`config.mk`:
```
export PLATFORM = sky130hd
export DESIGN_NAME = munoc_monitor_status_collector_flat
export DESIGN_NICKNAME = d
export VERILOG_FILES = /design/src/rtl/munoc_monitor_status_collector_if.sv /design/src/rtl/munoc_monitor_status_collector.sv /design/src/flat_wrapper.sv
export SDC_FILE = /design/constraint.sdc
export NUM_CORES = 1
export LEC_CHECK = 0
export CAP_MARGIN = 10
export CORE_MARGIN = 2
export CORE_UTILIZATION = 55
export DETAILED_ROUTE_END_ITERATION = 12
export PLACE_DENSITY = 0.86
export REMOVE_ABC_BUFFERS = 1
export SYNTH_ARGS = -nofsm -noshare
export SYNTH_HDL_FRONTEND = slang
export SYNTH_SLANG_ARGS = --single-unit
```
`constraint.sdc`:
```
create_clock -name clk -period 2.6 [get_ports clk]
set_input_delay 0.26 -clock clk [delete_from_list [all_inputs] [get_ports clk]]
set_output_delay 0.26 -clock clk [all_outputs]
set_load 0.02 [all_outputs]
```
`src/rtl/munoc_monitor_status_collector_if.sv`:
```
// ---------------------------------------------------------------------------
// munoc_monitor_status_collector_if
//   Single-cycle register port of the per-link status collector.
//   rsel   : access strobe, one cycle per access
//   rwrite : 1 = write, 0 = read
//   raddr  : register word address
//   rwdata : write data
//   rrdata : read data, registered one cycle after the read strobe
//   Modports: master = software side (drives the access),
//             slave  = collector side (returns read data).
// ---------------------------------------------------------------------------
interface munoc_monitor_status_collector_if;
  logic        rsel;
  logic        rwrite;
  logic [3:0]  raddr;
  logic [31:0] rwdata;
  logic [31:0] rrdata;

  modport master (output rsel, rwrite, raddr, rwdata, input rrdata);
  modport slave  (input rsel, rwrite, raddr, rwdata, output rrdata);
endinterface

```
`src/rtl/munoc_monitor_status_collector.sv`:
```
// ---------------------------------------------------------------------------
// munoc_monitor_status_collector
//   Turns the level/pulse status of one link's AXI monitor into software
//   visible state: sticky flags (W1C), saturating per-flag event counters,
//   first AXI-checker error code, bandwidth min/max and one maskable level
//   interrupt. One instance per monitored link.
//
// Ports
//   clk          : system clock
//   rstnn        : asynchronous active-low reset
//   enable       : monitor enable; no event capture while low
//   status_in    : NUM_STATUS level flags (timeout/deadlock)
//   bandwidth_in : current bandwidth sample
//   checker_in   : AXI-checker code, nonzero = violation
//   reg_if       : register port (rsel/rwrite/raddr/rwdata/rrdata)
//   interrupt    : registered level interrupt
//
// Register map (word address)
//   0x0 STICKY  RO / W1C          0x1 MASK    RW, NUM_STATUS+1 bits
//   0x2 CHECKER [31]=valid, code; any write clears
//   0x3 BW_MAX  RO; any write resets max=0, min=all-ones
//   0x4 BW_MIN  RO                0x5 TIMESTAMP (optional, else reads 0)
//   0x8+i COUNT[i]; any write clears.  Unmapped: read 0, write ignored.
//
// Optional feature: define MUNOC_STATUS_COLLECTOR_TIMESTAMP_EN to add a
// free-running timestamp counter latched on the first event after idle.
// ---------------------------------------------------------------------------
module munoc_monitor_status_collector #(
  parameter int NUM_STATUS   = 5,
  parameter int BW_COUNT     = 8,
  parameter int BW_BANDWIDTH = 16,
  parameter int BW_CHECKER   = 8,
  parameter int BW_TIMESTAMP = 32
) (
  input  logic                             clk,
  input  logic                             rstnn,
  input  logic                             enable,
  input  logic [NUM_STATUS-1:0]            status_in,
  input  logic [BW_BANDWIDTH-1:0]          bandwidth_in,
  input  logic [BW_CHECKER-1:0]            checker_in,
  munoc_monitor_status_collector_if.slave  reg_if,
  output logic                             interrupt
);

  localparam logic [3:0] ADDR_STICKY    = 4'h0;
  localparam logic [3:0] ADDR_MASK      = 4'h1;
  localparam logic [3:0] ADDR_CHECKER   = 4'h2;
  localparam logic [3:0] ADDR_BW_MAX    = 4'h3;
  localparam logic [3:0] ADDR_BW_MIN    = 4'h4;
  localparam logic [3:0] ADDR_TIMESTAMP = 4'h5;

  typedef logic [BW_COUNT-1:0] count_t;

  logic [NUM_STATUS-1:0]   prev_q, prev_d;
  logic [NUM_STATUS-1:0]   sticky_q, sticky_d;
  logic [NUM_STATUS:0]     mask_q, mask_d;
  count_t                  count_q [NUM_STATUS];
  count_t                  count_d [NUM_STATUS];
  logic [BW_CHECKER-1:0]   first_code_q, first_code_d;
  logic                    code_valid_q, code_valid_d;
  logic [BW_BANDWIDTH-1:0] bw_max_q, bw_max_d;
  logic [BW_BANDWIDTH-1:0] bw_min_q, bw_min_d;
  logic                    interrupt_q, interrupt_d;
  logic [31:0]             rrdata_q, rrdata_d;

  logic                    wr_en, rd_en;
  logic [NUM_STATUS-1:0]   evt;
  logic                    checker_hit;
  logic [31:0]             rd_mux;
  logic [31:0]             ts_rd;
  logic                    unused_rwdata;

  assign wr_en       = reg_if.rsel & reg_if.rwrite;
  assign rd_en       = reg_if.rsel & ~reg_if.rwrite;
  // Rising edges only; prev is frozen while disabled, so a flag that rose
  // during a disabled window is still reported once capture resumes.
  assign evt         = enable ? (status_in & ~prev_q) : '0;
  assign checker_hit = enable & (checker_in != '0);

  assign unused_rwdata = ^reg_if.rwdata[31:NUM_STATUS+1];

  // NOTE: combinational blocks assign every output a default first, so no
  // path leaves a variable unassigned and no latch is inferred.
  always_comb begin
    prev_d = enable ? status_in : prev_q;

    // Clear first, then set: an event in the same cycle as W1C wins.
    sticky_d = sticky_q;
    if (wr_en && reg_if.raddr == ADDR_STICKY) begin
      sticky_d = sticky_q & ~reg_if.rwdata[NUM_STATUS-1:0];
    end
    sticky_d = sticky_d | evt;

    mask_d = mask_q;
    if (wr_en && reg_if.raddr == ADDR_MASK) begin
      mask_d = reg_if.rwdata[NUM_STATUS:0];
    end

    for (int i = 0; i < NUM_STATUS; i++) begin
      count_d[i] = count_q[i];
      if (wr_en && reg_if.raddr == 4'(8 + i)) begin
        count_d[i] = '0;
      end
      if (evt[i] && count_d[i] != '1) begin
        count_d[i] = count_d[i] + count_t'(1);
      end
    end

    // Capture looks at the post-clear valid so a clear and a new code in
    // the same cycle recaptures.
    first_code_d = first_code_q;
    code_valid_d = code_valid_q;
    if (wr_en && reg_if.raddr == ADDR_CHECKER) begin
      first_code_d = '0;
      code_valid_d = 1'b0;
    end
    if (checker_hit && !code_valid_d) begin
      first_code_d = checker_in;
      code_valid_d = 1'b1;
    end

    bw_max_d = bw_max_q;
    bw_min_d = bw_min_q;
    if (wr_en && reg_if.raddr == ADDR_BW_MAX) begin
      bw_max_d = '0;
      bw_min_d = '1;
    end
    if (enable) begin
      if (bandwidth_in > bw_max_d) bw_max_d = bandwidth_in;
      if (bandwidth_in < bw_min_d) bw_min_d = bandwidth_in;
    end

    interrupt_d = (|(sticky_q & mask_q[NUM_STATUS-1:0])) |
                  (code_valid_q & mask_q[NUM_STATUS]);
  end

  // Read mux: fields zero-extended into the 32-bit data word.
  always_comb begin
    rd_mux = '0;
    case (reg_if.raddr)
      ADDR_STICKY:    rd_mux[NUM_STATUS-1:0]   = sticky_q;
      ADDR_MASK:      rd_mux[NUM_STATUS:0]     = mask_q;
      ADDR_CHECKER: begin
        rd_mux[31]                             = code_valid_q;
        rd_mux[BW_CHECKER-1:0]                 = first_code_q;
      end
      ADDR_BW_MAX:    rd_mux[BW_BANDWIDTH-1:0] = bw_max_q;
      ADDR_BW_MIN:    rd_mux[BW_BANDWIDTH-1:0] = bw_min_q;
      ADDR_TIMESTAMP: rd_mux                   = ts_rd;
      default: begin
        for (int i = 0; i < NUM_STATUS; i++) begin
          if (reg_if.raddr == 4'(8 + i)) rd_mux[BW_COUNT-1:0] = count_q[i];
        end
      end
    endcase
    rrdata_d = rd_en ? rd_mux : rrdata_q;
  end

  // NOTE: state registers use non-blocking assignments so every flop samples
  // the pre-edge values regardless of statement order.
  always_ff @(posedge clk or negedge rstnn) begin
    if (!rstnn) begin
      prev_q       <= '0;
      sticky_q     <= '0;
      mask_q       <= '0;
      // NOTE: the counter array is a handful of flops, not a RAM, so it is
      // reset together with the rest of the state.
      for (int i = 0; i < NUM_STATUS; i++) count_q[i] <= '0;
      first_code_q <= '0;
      code_valid_q <= 1'b0;
      bw_max_q     <= '0;
      bw_min_q     <= '1;
      interrupt_q  <= 1'b0;
      rrdata_q     <= '0;
    end else begin
      prev_q       <= prev_d;
      sticky_q     <= sticky_d;
      mask_q       <= mask_d;
      for (int i = 0; i < NUM_STATUS; i++) count_q[i] <= count_d[i];
      first_code_q <= first_code_d;
      code_valid_q <= code_valid_d;
      bw_max_q     <= bw_max_d;
      bw_min_q     <= bw_min_d;
      interrupt_q  <= interrupt_d;
      rrdata_q     <= rrdata_d;
    end
  end

`ifdef MUNOC_STATUS_COLLECTOR_TIMESTAMP_EN
  logic [BW_TIMESTAMP-1:0] ts_cnt_q, ts_cnt_d;
  logic [BW_TIMESTAMP-1:0] timestamp_q, timestamp_d;
  logic                    first_event;

  // "First" means nothing is pending: no sticky flag and no captured code.
  assign first_event = ((|evt) | checker_hit) & ~(|sticky_q) & ~code_valid_q;

  always_comb begin
    ts_cnt_d    = enable ? ts_cnt_q + BW_TIMESTAMP'(1) : ts_cnt_q;
    timestamp_d = timestamp_q;
    if (wr_en && reg_if.raddr == ADDR_TIMESTAMP) timestamp_d = '0;
    if (first_event) timestamp_d = ts_cnt_q;
    ts_rd = '0;
    ts_rd[BW_TIMESTAMP-1:0] = timestamp_q;
  end

  always_ff @(posedge clk or negedge rstnn) begin
    if (!rstnn) begin
      ts_cnt_q    <= '0;
      timestamp_q <= '0;
    end else begin
      ts_cnt_q    <= ts_cnt_d;
      timestamp_q <= timestamp_d;
    end
  end
`else
  localparam int unused_ts_width = BW_TIMESTAMP;
  assign ts_rd = '0;
`endif

  assign reg_if.rrdata = rrdata_q;
  assign interrupt     = interrupt_q;

endmodule
```
`src/flat_wrapper.sv`:
```
// flat-port wrapper written by rule: the top's interface ports become plain ports
module munoc_monitor_status_collector_flat 
#(
  parameter int NUM_STATUS   = 5,
  parameter int BW_COUNT     = 8,
  parameter int BW_BANDWIDTH = 16,
  parameter int BW_CHECKER   = 8,
  parameter int BW_TIMESTAMP = 32
)
  (clk, rstnn, enable, status_in, bandwidth_in, checker_in, interrupt, reg_if_rsel, reg_if_rwrite, reg_if_raddr, reg_if_rwdata, reg_if_rrdata);
  munoc_monitor_status_collector_if reg_if_i ();
  input  logic clk;
  input  logic rstnn;
  input  logic enable;
  input  logic [NUM_STATUS-1:0] status_in;
  input  logic [BW_BANDWIDTH-1:0] bandwidth_in;
  input  logic [BW_CHECKER-1:0] checker_in;
  output logic interrupt;
  input wire logic [$bits(reg_if_i.rsel)-1:0] reg_if_rsel;
  input wire logic [$bits(reg_if_i.rwrite)-1:0] reg_if_rwrite;
  input wire logic [$bits(reg_if_i.raddr)-1:0] reg_if_raddr;
  input wire logic [$bits(reg_if_i.rwdata)-1:0] reg_if_rwdata;
  output wire logic [$bits(reg_if_i.rrdata)-1:0] reg_if_rrdata;
  assign reg_if_i.rsel = reg_if_rsel;
  assign reg_if_i.rwrite = reg_if_rwrite;
  assign reg_if_i.raddr = reg_if_raddr;
  assign reg_if_i.rwdata = reg_if_rwdata;
  assign reg_if_rrdata = reg_if_i.rrdata;
  munoc_monitor_status_collector #(.NUM_STATUS(NUM_STATUS), .BW_COUNT(BW_COUNT), .BW_BANDWIDTH(BW_BANDWIDTH), .BW_CHECKER(BW_CHECKER), .BW_TIMESTAMP(BW_TIMESTAMP)) u_core (.clk(clk), .rstnn(rstnn), .enable(enable), .status_in(status_in), .bandwidth_in(bandwidth_in), .checker_in(checker_in), .reg_if(reg_if_i), .interrupt(interrupt));
endmodule
```
==> flow_metrics.tcl, run 1 <==
set metrics [dict create \
    synthCells 687 \
    critPathLaunch "reg_if_raddr[3]" \
    layout_setup_ws_ns -0.0810 \
    drt-initial-drc-count 1059 \
    grt_max_degree 47 \
    rr_startpoint "u_core.bw_min_q[9]" \
    hpwl_microns 13700 \
    synth_area_leaders "dfrtp_1, ha_1, dfstp_2" \
    grt_pass1_wl_microns 31800 \
    syn_to_final_growth_pct 28.5 \
    placed_area_sq_mm 0.00787 \
    synthFlopType "dfrtp_1" \
    cts_buffer_depth 2 \
    r2r_end "u_core.bw_min_q[6]" \
    drc_errors 0 \
    track_usage 0.317 \
    final_nets 921 \
    rr_worst_depth 9 \
    p_per_area_mw_per_mm2 939 \
    slew_violations 0 \
    cts_buffers 17 \
    final_hold_viol_count 0 \
    rows 40 \
    port_buffers 61 \
    critPathMaxFanout 8 \
    synthArstFlopShare 1.00 \
    gp_congestion 0.896 \
    ant_nets 0 \
    syn_area_sq_mm 0.00674 \
    root_buffer "clkbuf_16" \
    relSlewSlack 0.582 \
    wirelength_microns 20900 \
    worstSetupPathType "in2reg" \
    clock_skew_ns 0.0107 \
    cts_sinks 115 \
    status "finished with violations" \
    synth_seq_cells 115 \
    grt_pass1_vias 6262 \
    dpl.cell_count 938 \
    yosysTopAreaCellShare 0.367 \
    ys_seq_area_frac 0.430 \
    clkTransAtPathRegs_ns 0.05 \
    vias_per_cell 6.49 \
    synth_top_area_cell "dfrtp_1" \
    drive_gt1_frac 0.222 \
    endpoint_kind "flop" \
    hold_class "in2async" \
    synth.distinct_cells 62 \
    final_common_cell "dfrtp_1" \
    violations "setup timing" \
    start_kind "primary input" \
    cts_tree "done" \
    power.leakage_nw 3.93 \
    wire_per_inst_microns 21.5 \
    drv_cap 0 \
    syn_avg_cell_area_sq_um 9.81 \
    fmax_mhz 373 \
    die_x_microns 115 \
    final_cells 975 \
    clock_latency_ns 0.42 \
    cp_data_required_time_ns 2.93 \
    r2r_setup_slack_ns 0.16 \
    period_needed_ns 2.68 \
    vias 6331 \
    setup-violations-final 10 \
    initial_core_util 0.561 \
    synth_edf_count 0 \
    critical_path_arrival_ns 3.01 \
    die_area_sq_mm 0.0132 \
    worst_ir_drop_vdd_uv 556 \
    final_cell_mix "dfrtp_1, nand2_1, nor2_1, buf_4, clkdlybuf4s50_1" \
    grt_overflow 0 \
    h-tree-depth 4 \
    firstDrtPassIters 6 \
    antenna_found_initial 1 \
    core_sq_mm 0.0120 \
    ios 103 \
    tightest_slew_ns 0.627 \
    stdcell_area_sq_mm 0.00866 \
    final_core_util 0.721 \
    die_h_microns 115 \
    yosysWarnings 0 \
    finalCritPeriodShare 1.03 \
]
-- cell usage after synthesis (4+ instances only) --
library cell,n
a21o_1,4
a21oi_1,41
a22oi_1,14
a41oi_2,4
and2_1,10
and3_1,9
buf_2,10
buf_4,16
buf_6,5
clkbuf_1,10
dfrtp_1,99
dfstp_2,16
ha_1,36
inv_1,23
mux2_2,19
mux2i_1,18
mux4_2,10
nand2_1,98
nand3_1,18
nand4_1,21
nor2_1,74
nor2b_1,5
nor3_1,10
o21ai_0,25
o21ai_1,7
xor2_1,29
-- kinds of logic (layout without fill, tap and decap cells) --
| logic type | after synthesis | after routing | share of synthesized area |
|---|---|---|---|
| mux | 47 | 47 | 0.0919 |
| buf+inv | 65 | 191 | 0.0525 |
| other cells | 1 | 16 | 0.000556 |
| xor+xnor | 30 | 30 | 0.0390 |
| compound gates | 126 | 126 | 0.128 |
| flops | 115 | 115 | 0.430 |
| simple gates | 267 | 267 | 0.191 |
| fa+ha+maj | 36 | 36 | 0.0668 |
-- sequential cells by signal, summed over array words and instances (netlist names) --
signal,cells
u_core.bw_max_q,16
u_core.bw_min_q,16
u_core.code_valid_q,1
u_core.count_q,40
u_core.first_code_q,8
u_core.interrupt,1
u_core.mask_q,6
u_core.prev_q,5
u_core.reg_if.rrdata,17
u_core.sticky_q,5
-- area by class of cell --
| class | count | area (sq um) |
|---|---|---|
| Inverter | 24 | 90.1 |
| Antenna cell | 1 | 2.50 |
| Fill cell | 758 | 3350 |
| Tap cell | 147 | 184 |
| Clock buffer | 22 | 464 |
| Sequential cell | 115 | 2900 |
| Clock inverter | 9 | 154 |
| Multi-Input combinational cell | 521 | 3630 |
| Timing Repair Buffer | 136 | 1240 |
-- critical path, cell delays in order --
cell           delay (ns)
dlygate4sd2_1        0.27
and4bb_4             0.32
nor2b_1              0.13
buf_4                0.16
buf_6                0.14
nor2_1               0.07
ha_1                 0.33
a21oi_1              0.24
nand2_1              0.11
a221oi_2             0.42
o21ai_4              0.13
buf_6                0.17
nor2_1               0.16
a21oi_1              0.09
-- what timing repair did --
item | CTS | global route
pin swaps | 4 | 9
hold endpoints to repair | 27 | 0
hold buffers | 1 | 0
setup buffers | 2 | 0
endpoints found under the setup margin | 30 | 40
resized for setup | 9 | 30
gates cloned | 0 | 2
-- how the worst max path moves through the flow --
stage | to | slack [ns] | depth (start not counted)
after detailed placement | u_core.bw_min_q[0] | -0.54 | 13
after global routing | u_core.bw_min_q[6] | -0.22 | 14
final | u_core.bw_min_q[6] | -0.08 | 14
after global placement | u_core.bw_min_q[0] | -0.44 | 13
after CTS | u_core.bw_min_q[14] | -0.0008 | 12
after floorplan | u_core.bw_min_q[0] | -0.48 | 10
-- power by group --
part / switching, mW / total (mW) / internal, mW
logic: 1.49 / 2.75 / 1.26
clock network: 0.832 / 2.48 / 1.64
registers: 0.504 / 2.90 / 2.40
total: 2.83 / 8.13 / 5.30
-- through the flow --
stage               hold WS (ns)  worst slack, ns  power [mW]   TNS (ns)
global route               0.423           -0.222        8.47      -2.49
CTS                        0.389        -0.000802        7.82  -0.000802
finish                     0.399          -0.0810        8.13     -0.194
detailed placement         0.310           -0.542        5.25     -21.64
global placement           0.299           -0.444        5.06     -16.99
floorplan                -0.0356           -0.481        4.19     -10.04
-- layer usage --
metal	part of all wire	GRT usage
met2	0.47	0.507
met3	0.11	0.0720
met1	0.36	0.393
met4	0.067	0.195
met5	0	0
(Power assumes the default switching activity.)
==> run 2: changes to the inputs <==
CELL_PAD_IN_SITES_DETAIL_PLACEMENT = 0   (was unset)
CELL_PAD_IN_SITES_GLOBAL_PLACEMENT = 1   (was unset)
CORE_UTILIZATION = 42   (was 55)
PLACE_DENSITY = 0.85   (was 0.86)
==> flow_metrics.tcl, run 2 (synthesis gave the netlist of run 1 again) <==
set metrics [dict create \
    drc_errors 0 \
    wirelength_microns 18200 \
    critPathMaxFanout 16 \
    worst_ir_drop_vdd_uv 543 \
    largest_register_ffs 40 \
    rsz0062_at_grt "no" \
    use_met1 0.296 \
    grt_max_degree 51 \
    root_buffer "clkbuf_16" \
    endpoint_kind "flop" \
    grt-busiest-layer "met2" \
    critical_path_arrival_ns 2.74 \
    hpwl_microns 13800 \
    finalCritPeriodShare 0.921 \
    fmax_mhz 418 \
    final_cell_mix "dfrtp_1, nand2_1, nor2_1" \
    h-tree-depth 4 \
    final_common_cell "dfrtp_1" \
    power.leakage_nw 3.92 \
    clock_skew_ns 0.00936 \
    setup-violations-final 0 \
    gp_congestion 0.917 \
    layout_setup_ws_ns 0.206 \
    grt_pass1_vias 5626 \
    final_hold_viol_count 0 \
    drt-initial-drc-count 430 \
    drv_cap 0 \
    ant_nets 0 \
    p_total_mw 7.66 \
    grt_overflow 0 \
    p_per_area_mw_per_mm2 884 \
    core_sq_mm 0.0158 \
    grt_pass1_wl_microns 29100 \
    use_met3 0.0432 \
    port_buffers 61 \
    wire_per_inst_microns 17.4 \
    cp_data_required_time_ns 2.94 \
    met2_usage 0.372 \
    clkTransAtPathRegs_ns 0.06 \
    die_area_sq_mm 0.0171 \
    critPathLaunch "reg_if_raddr[3]" \
    cts_sinks 115 \
    num_antenna_cells 0 \
    min_from "checker_in[6]" \
    worstSetupPathType "in2reg" \
    track_usage 0.224 \
    initial_core_util 0.427 \
    hold_class "in2reg" \
    relSlewSlack 0.552 \
    vias 5717 \
    drive_gt1_frac 0.219 \
    cts_buffers 17 \
    vias_per_cell 5.46 \
    syn_to_final_growth_pct 28.6 \
    tightest_slew_ns 0.671 \
    cts_buffer_depth 2 \
    start_kind "primary input" \
    status "finished, final reports clean" \
    dp_slack_ns -0.549 \
    period_needed_ns 2.39 \
    final_nets 925 \
    antenna_found_initial 0 \
    slew_violations 0 \
    clock_latency_ns 0.42 \
    cts_tree "done" \
    die_h_microns 131 \
    rows 46 \
    rr_startpoint "u_core.bw_min_q[9]" \
    ios 103 \
    top_register "u_core.count_q" \
    die_x_microns 131 \
    firstDrtPassIters 6 \
]
-- run 2: cell types whose count changed in the layout (fill, tap and decap cells not counted), sizes merged --
cell	delta
diode	-1
buf	+3
bufinv	-2
clkbuf	-2
clkinv	+5
inv	+1
-- run 2: layout make-up --
| class | instances | area [sq um] |
|---|---|---|
| fill | 1389 | 7100 |
| tap | 216 | 270 |
| sequential | 115 | 2900 |
| timing repair buffer | 140 | 1250 |
| clock buffer | 19 | 443 |
| multi-input combinational | 521 | 3590 |
| clock inverter | 13 | 135 |
| inverter | 24 | 90.1 |
-- run 2: path summary, 6_finish.rpt --
| check | to | slack [ns] | cells past startpoint |
|---|---|---|---|
| min | u_core.first_code_q[6] | 0.39 | 3 |
| max | u_core.bw_min_q[15] | 0.21 | 12 |
| min reg2reg | u_core.reg_if.rrdata[10] | 0.48 | 2 |
| min in group asynchronous | u_core.count_q[37] | 0.41 | 2 |
| max reg2reg | u_core.bw_min_q[15] | 0.41 | 8 |
| max in group asynchronous | u_core.bw_min_q[7] | 1.46 | 3 |
-- run 2: layer usage --
| metal | vias to the layer above | wire length (microns) | part of all wire |
|---|---|---|---|
| li1 | 2693 | - | - |
| met1 | 2821 | 7890 | 0.43 |
| met2 | 176 | 9070 | 0.50 |
| met3 | 27 | 869 | 0.048 |
| met4 | 0 | 366 | 0.020 |
| met5 | - | 0 | 0 |
-- run 2: power breakdown --
part	total [mW]	internal, mW	switching [mW]
combinational	2.51	1.23	1.28
sequential	2.87	2.39	0.475
clock	2.29	1.43	0.856
-- run 2: worst max-delay path, stage by stage --
cell,delay (ns)
dlygate4sd2_1,0.28
and4bb_4,0.33
nor2b_1,0.14
buf_4,0.15
nor2_2,0.05
ha_1,0.28
a21o_1,0.18
a221o_1,0.32
a221oi_2,0.26
o21ai_2,0.11
buf_6,0.17
a21oi_1,0.19
-- run 2: repair_timing --
action	CTS	global route
hold endpoints to repair	40	0
pin swaps	4	7
endpoints found under the setup margin	32	36
resized for setup	9	14
hold buffers	1	0
gates cloned	0	1
buffers inserted	2	0
-- run 2: stage by stage --
step	std cells	util	area, sq um	TNS [ns]	hold slack (ns)
after floorplan	660	-	6530	-10.04	-0.0356
after global placement	1012	0.506	7980	-19.48	0.316
after detailed placement	1012	0.506	7980	-22.44	0.330
after CTS	1047	0.546	8610	0	0.378
after global routing	1048	0.550	8670	0	0.400
final	1048	0.550	8670	0	0.392
==> run 3: changes to the inputs <==
--- a/config.mk
+++ b/config.mk
@@ -10,7 +10,7 @@
 export CELL_PAD_IN_SITES_GLOBAL_PLACEMENT = 1
 export CORE_MARGIN = 2
-export CORE_UTILIZATION = 42
+export CORE_UTILIZATION = 38
 export DETAILED_ROUTE_END_ITERATION = 12
-export PLACE_DENSITY = 0.85
+export PLACE_DENSITY = 0.82
 export REMOVE_ABC_BUFFERS = 1
 export SYNTH_ARGS = -nofsm -noshare
==> constraint.sdc (replaced) <==
create_clock -name clk -period 2.2 [get_ports clk]
set_input_delay 0.22 -clock clk [delete_from_list [all_inputs] [get_ports clk]]
set_output_delay 0.22 -clock clk [all_outputs]
set_load 0.01 [all_outputs]
==> flow_metrics.tcl, run 3 (synthesis gave the netlist of run 1 again) <==
set metrics [dict create \
    status "finished with violations" \
    violations "setup timing" \
    final_cell_mix "buf_4, dfrtp_1, nand2_1" \
    root_buffer "clkbuf_16" \
    grt_max_degree 116 \
    drt-initial-drc-count 433 \
    critical_path_arrival_ns 2.67 \
    track_usage 0.214 \
    slew_violations 0 \
    relSlewSlack 0.588 \
    route.top_layer_used "met4" \
    grt_pass1_vias 5665 \
    clock_skew_ns 0.00748 \
    setup-violations-final 26 \
    dr_wl_met3_microns 994 \
    rsz0062_at_grt "yes" \
    antenna_found_initial 0 \
    endpoint_kind "flop" \
    core_sq_mm 0.0173 \
    layout_setup_ws_ns -0.120 \
    clkTransAtPathRegs_ns 0.06 \
    grt_pass1_wl_microns 30500 \
    port_buffers 61 \
    h-tree-depth 4 \
    hpwl_microns 13600 \
    die_x_microns 137 \
    cts_sinks 115 \
    rows 48 \
    syn_to_final_growth_pct 36.9 \
    worst_ir_drop_vdd_uv 641 \
    wl_met1_microns 8940 \
    ant_nets 0 \
    wirelength_microns 19100 \
    clock_latency_ns 0.43 \
    slowest_delay_ns 0.56 \
    initial_core_util 0.390 \
    critPathMaxFanout 6 \
    drc_errors 0 \
    vias 5725 \
    ios 103 \
    firstDrtPassIters 5 \
    worstSetupPathType "reg2reg" \
    cts_tree "done" \
    final_nets 962 \
    tightest_slew_ns 0.617 \
    wire_per_inst_microns 17.4 \
    vias_per_cell 5.23 \
    drive_gt1_frac 0.300 \
    final_hold_viol_count 0 \
    cts_buffer_depth 2 \
    path_cells "nor2_4 > ha_4 > a21o_1 > a221o_1 > a221oi_2 > o21ai_4 > buf_6 > nor2_4 > a21oi_2" \
    top_register "u_core.count_q" \
    fillCellCount 1538 \
    largest_register_ffs 40 \
    num_antenna_cells 0 \
    grt_overflow 0 \
    gp_congestion 0.901 \
    drv_cap 0 \
    start_kind "flop" \
    die_h_microns 137 \
    hold_class "in2reg" \
    p_per_area_mw_per_mm2 1030 \
    crit_slowest_cell "dfstp_2" \
    finalCritPeriodShare 1.05 \
    setup_tns_ns -1.02 \
    fmax_mhz 431 \
    wl_met2_microns 8830 \
    cts_buffers 17 \
    path_common_cell "nor2_4" \
    power.leakage_nw 4.10 \
    final_common_cell "buf_4" \
    period_needed_ns 2.32 \
    die_area_sq_mm 0.0188 \
    cp_data_required_time_ns 2.55 \
    hold_ws_ns 0.344 \
]
[run 3: cell types whose count changed in the layout (fill, tap and decap cells not counted), sizes merged, moves of 2 or more]
cell and change:
buf +42, dlymetal6s2s -4, clkbuf +3, clkinv -2, dlygate4sd2 -2
[run 3: power breakdown]
part	internal [mW]	total, mW	switching, mW
Clock	1.62	2.62	0.999
Sequential	2.83	3.42	0.593
Combinational	1.80	3.45	1.66
Total	6.25	9.50	3.25
[run 3: area by class of cell]
cell class	count	area [sq um]	area share
clock buffer	22	474	0.0514
clock inverter	10	82.6	0.00895
inverter	24	90.1	0.00976
multi-input combinational	521	3820	0.414
sequential	115	2900	0.314
tap	225	282	0.0305
timing repair buffer	177	1580	0.171
[run 3: what timing repair did]
| item | CTS | global route |
|---|---|---|
| endpoints found under the setup margin | 61 | 34 |
| gates cloned | 4 | 0 |
| endpoints found under the hold margin | 99 | 0 |
| hold buffers | 1 | 0 |
| buffers inserted | 7 | 4 |
| pin swaps | 22 | 14 |
| resized for setup | 87 | 23 |
[run 3: worst paths after layout]
kind	startpoint	end	slack, ns	depth (start not counted)
min in group asynchronous	rstnn	u_core.count_q[24]	0.42	3
max reg2reg	u_core.bw_min_q[9]	u_core.bw_min_q[3]	-0.12	9
max in group asynchronous	rstnn	u_core.reg_if.rrdata[1]	1.31	3
max	u_core.bw_min_q[9]	u_core.bw_min_q[3]	-0.12	9
min	checker_in[2]	u_core.first_code_q[2]	0.34	3
min reg2reg	u_core.reg_if.rrdata[13]	u_core.reg_if.rrdata[13]	0.48	2
[run 3: through the flow]
stage                     total power [mW]  area, sq um  worst slack, ns   util  cells
after global routing                  10.1         9230           -0.175  0.534   1094
after CTS                             9.35         9090          -0.0558  0.526   1090
after floorplan                       4.91         6530           -0.841      -    660
after global placement                6.23         8230           -0.857  0.476   1047
final                                 9.50         9230           -0.120  0.534   1094
after detailed placement              6.32         8230           -0.922  0.476   1047
[run 3: routing by layer]
metal	track usage	up-vias
li1	-	2778
met1	0.311	2771
met2	0.316	153
met3	0.0467	23
met4	0.0750	0
met5	0	-
[run 3: worst max-delay path: cells and delay by family (launching register included)]
family | cells | cell delay (ns)
AND/OR/NAND/NOR | 2 | 0.17
flip-flops | 1 | 0.56
buffers and inverters | 1 | 0.18
adder cells (fa/ha/maj) | 1 | 0.21
AO/OA/AOI/OAI | 5 | 1.11
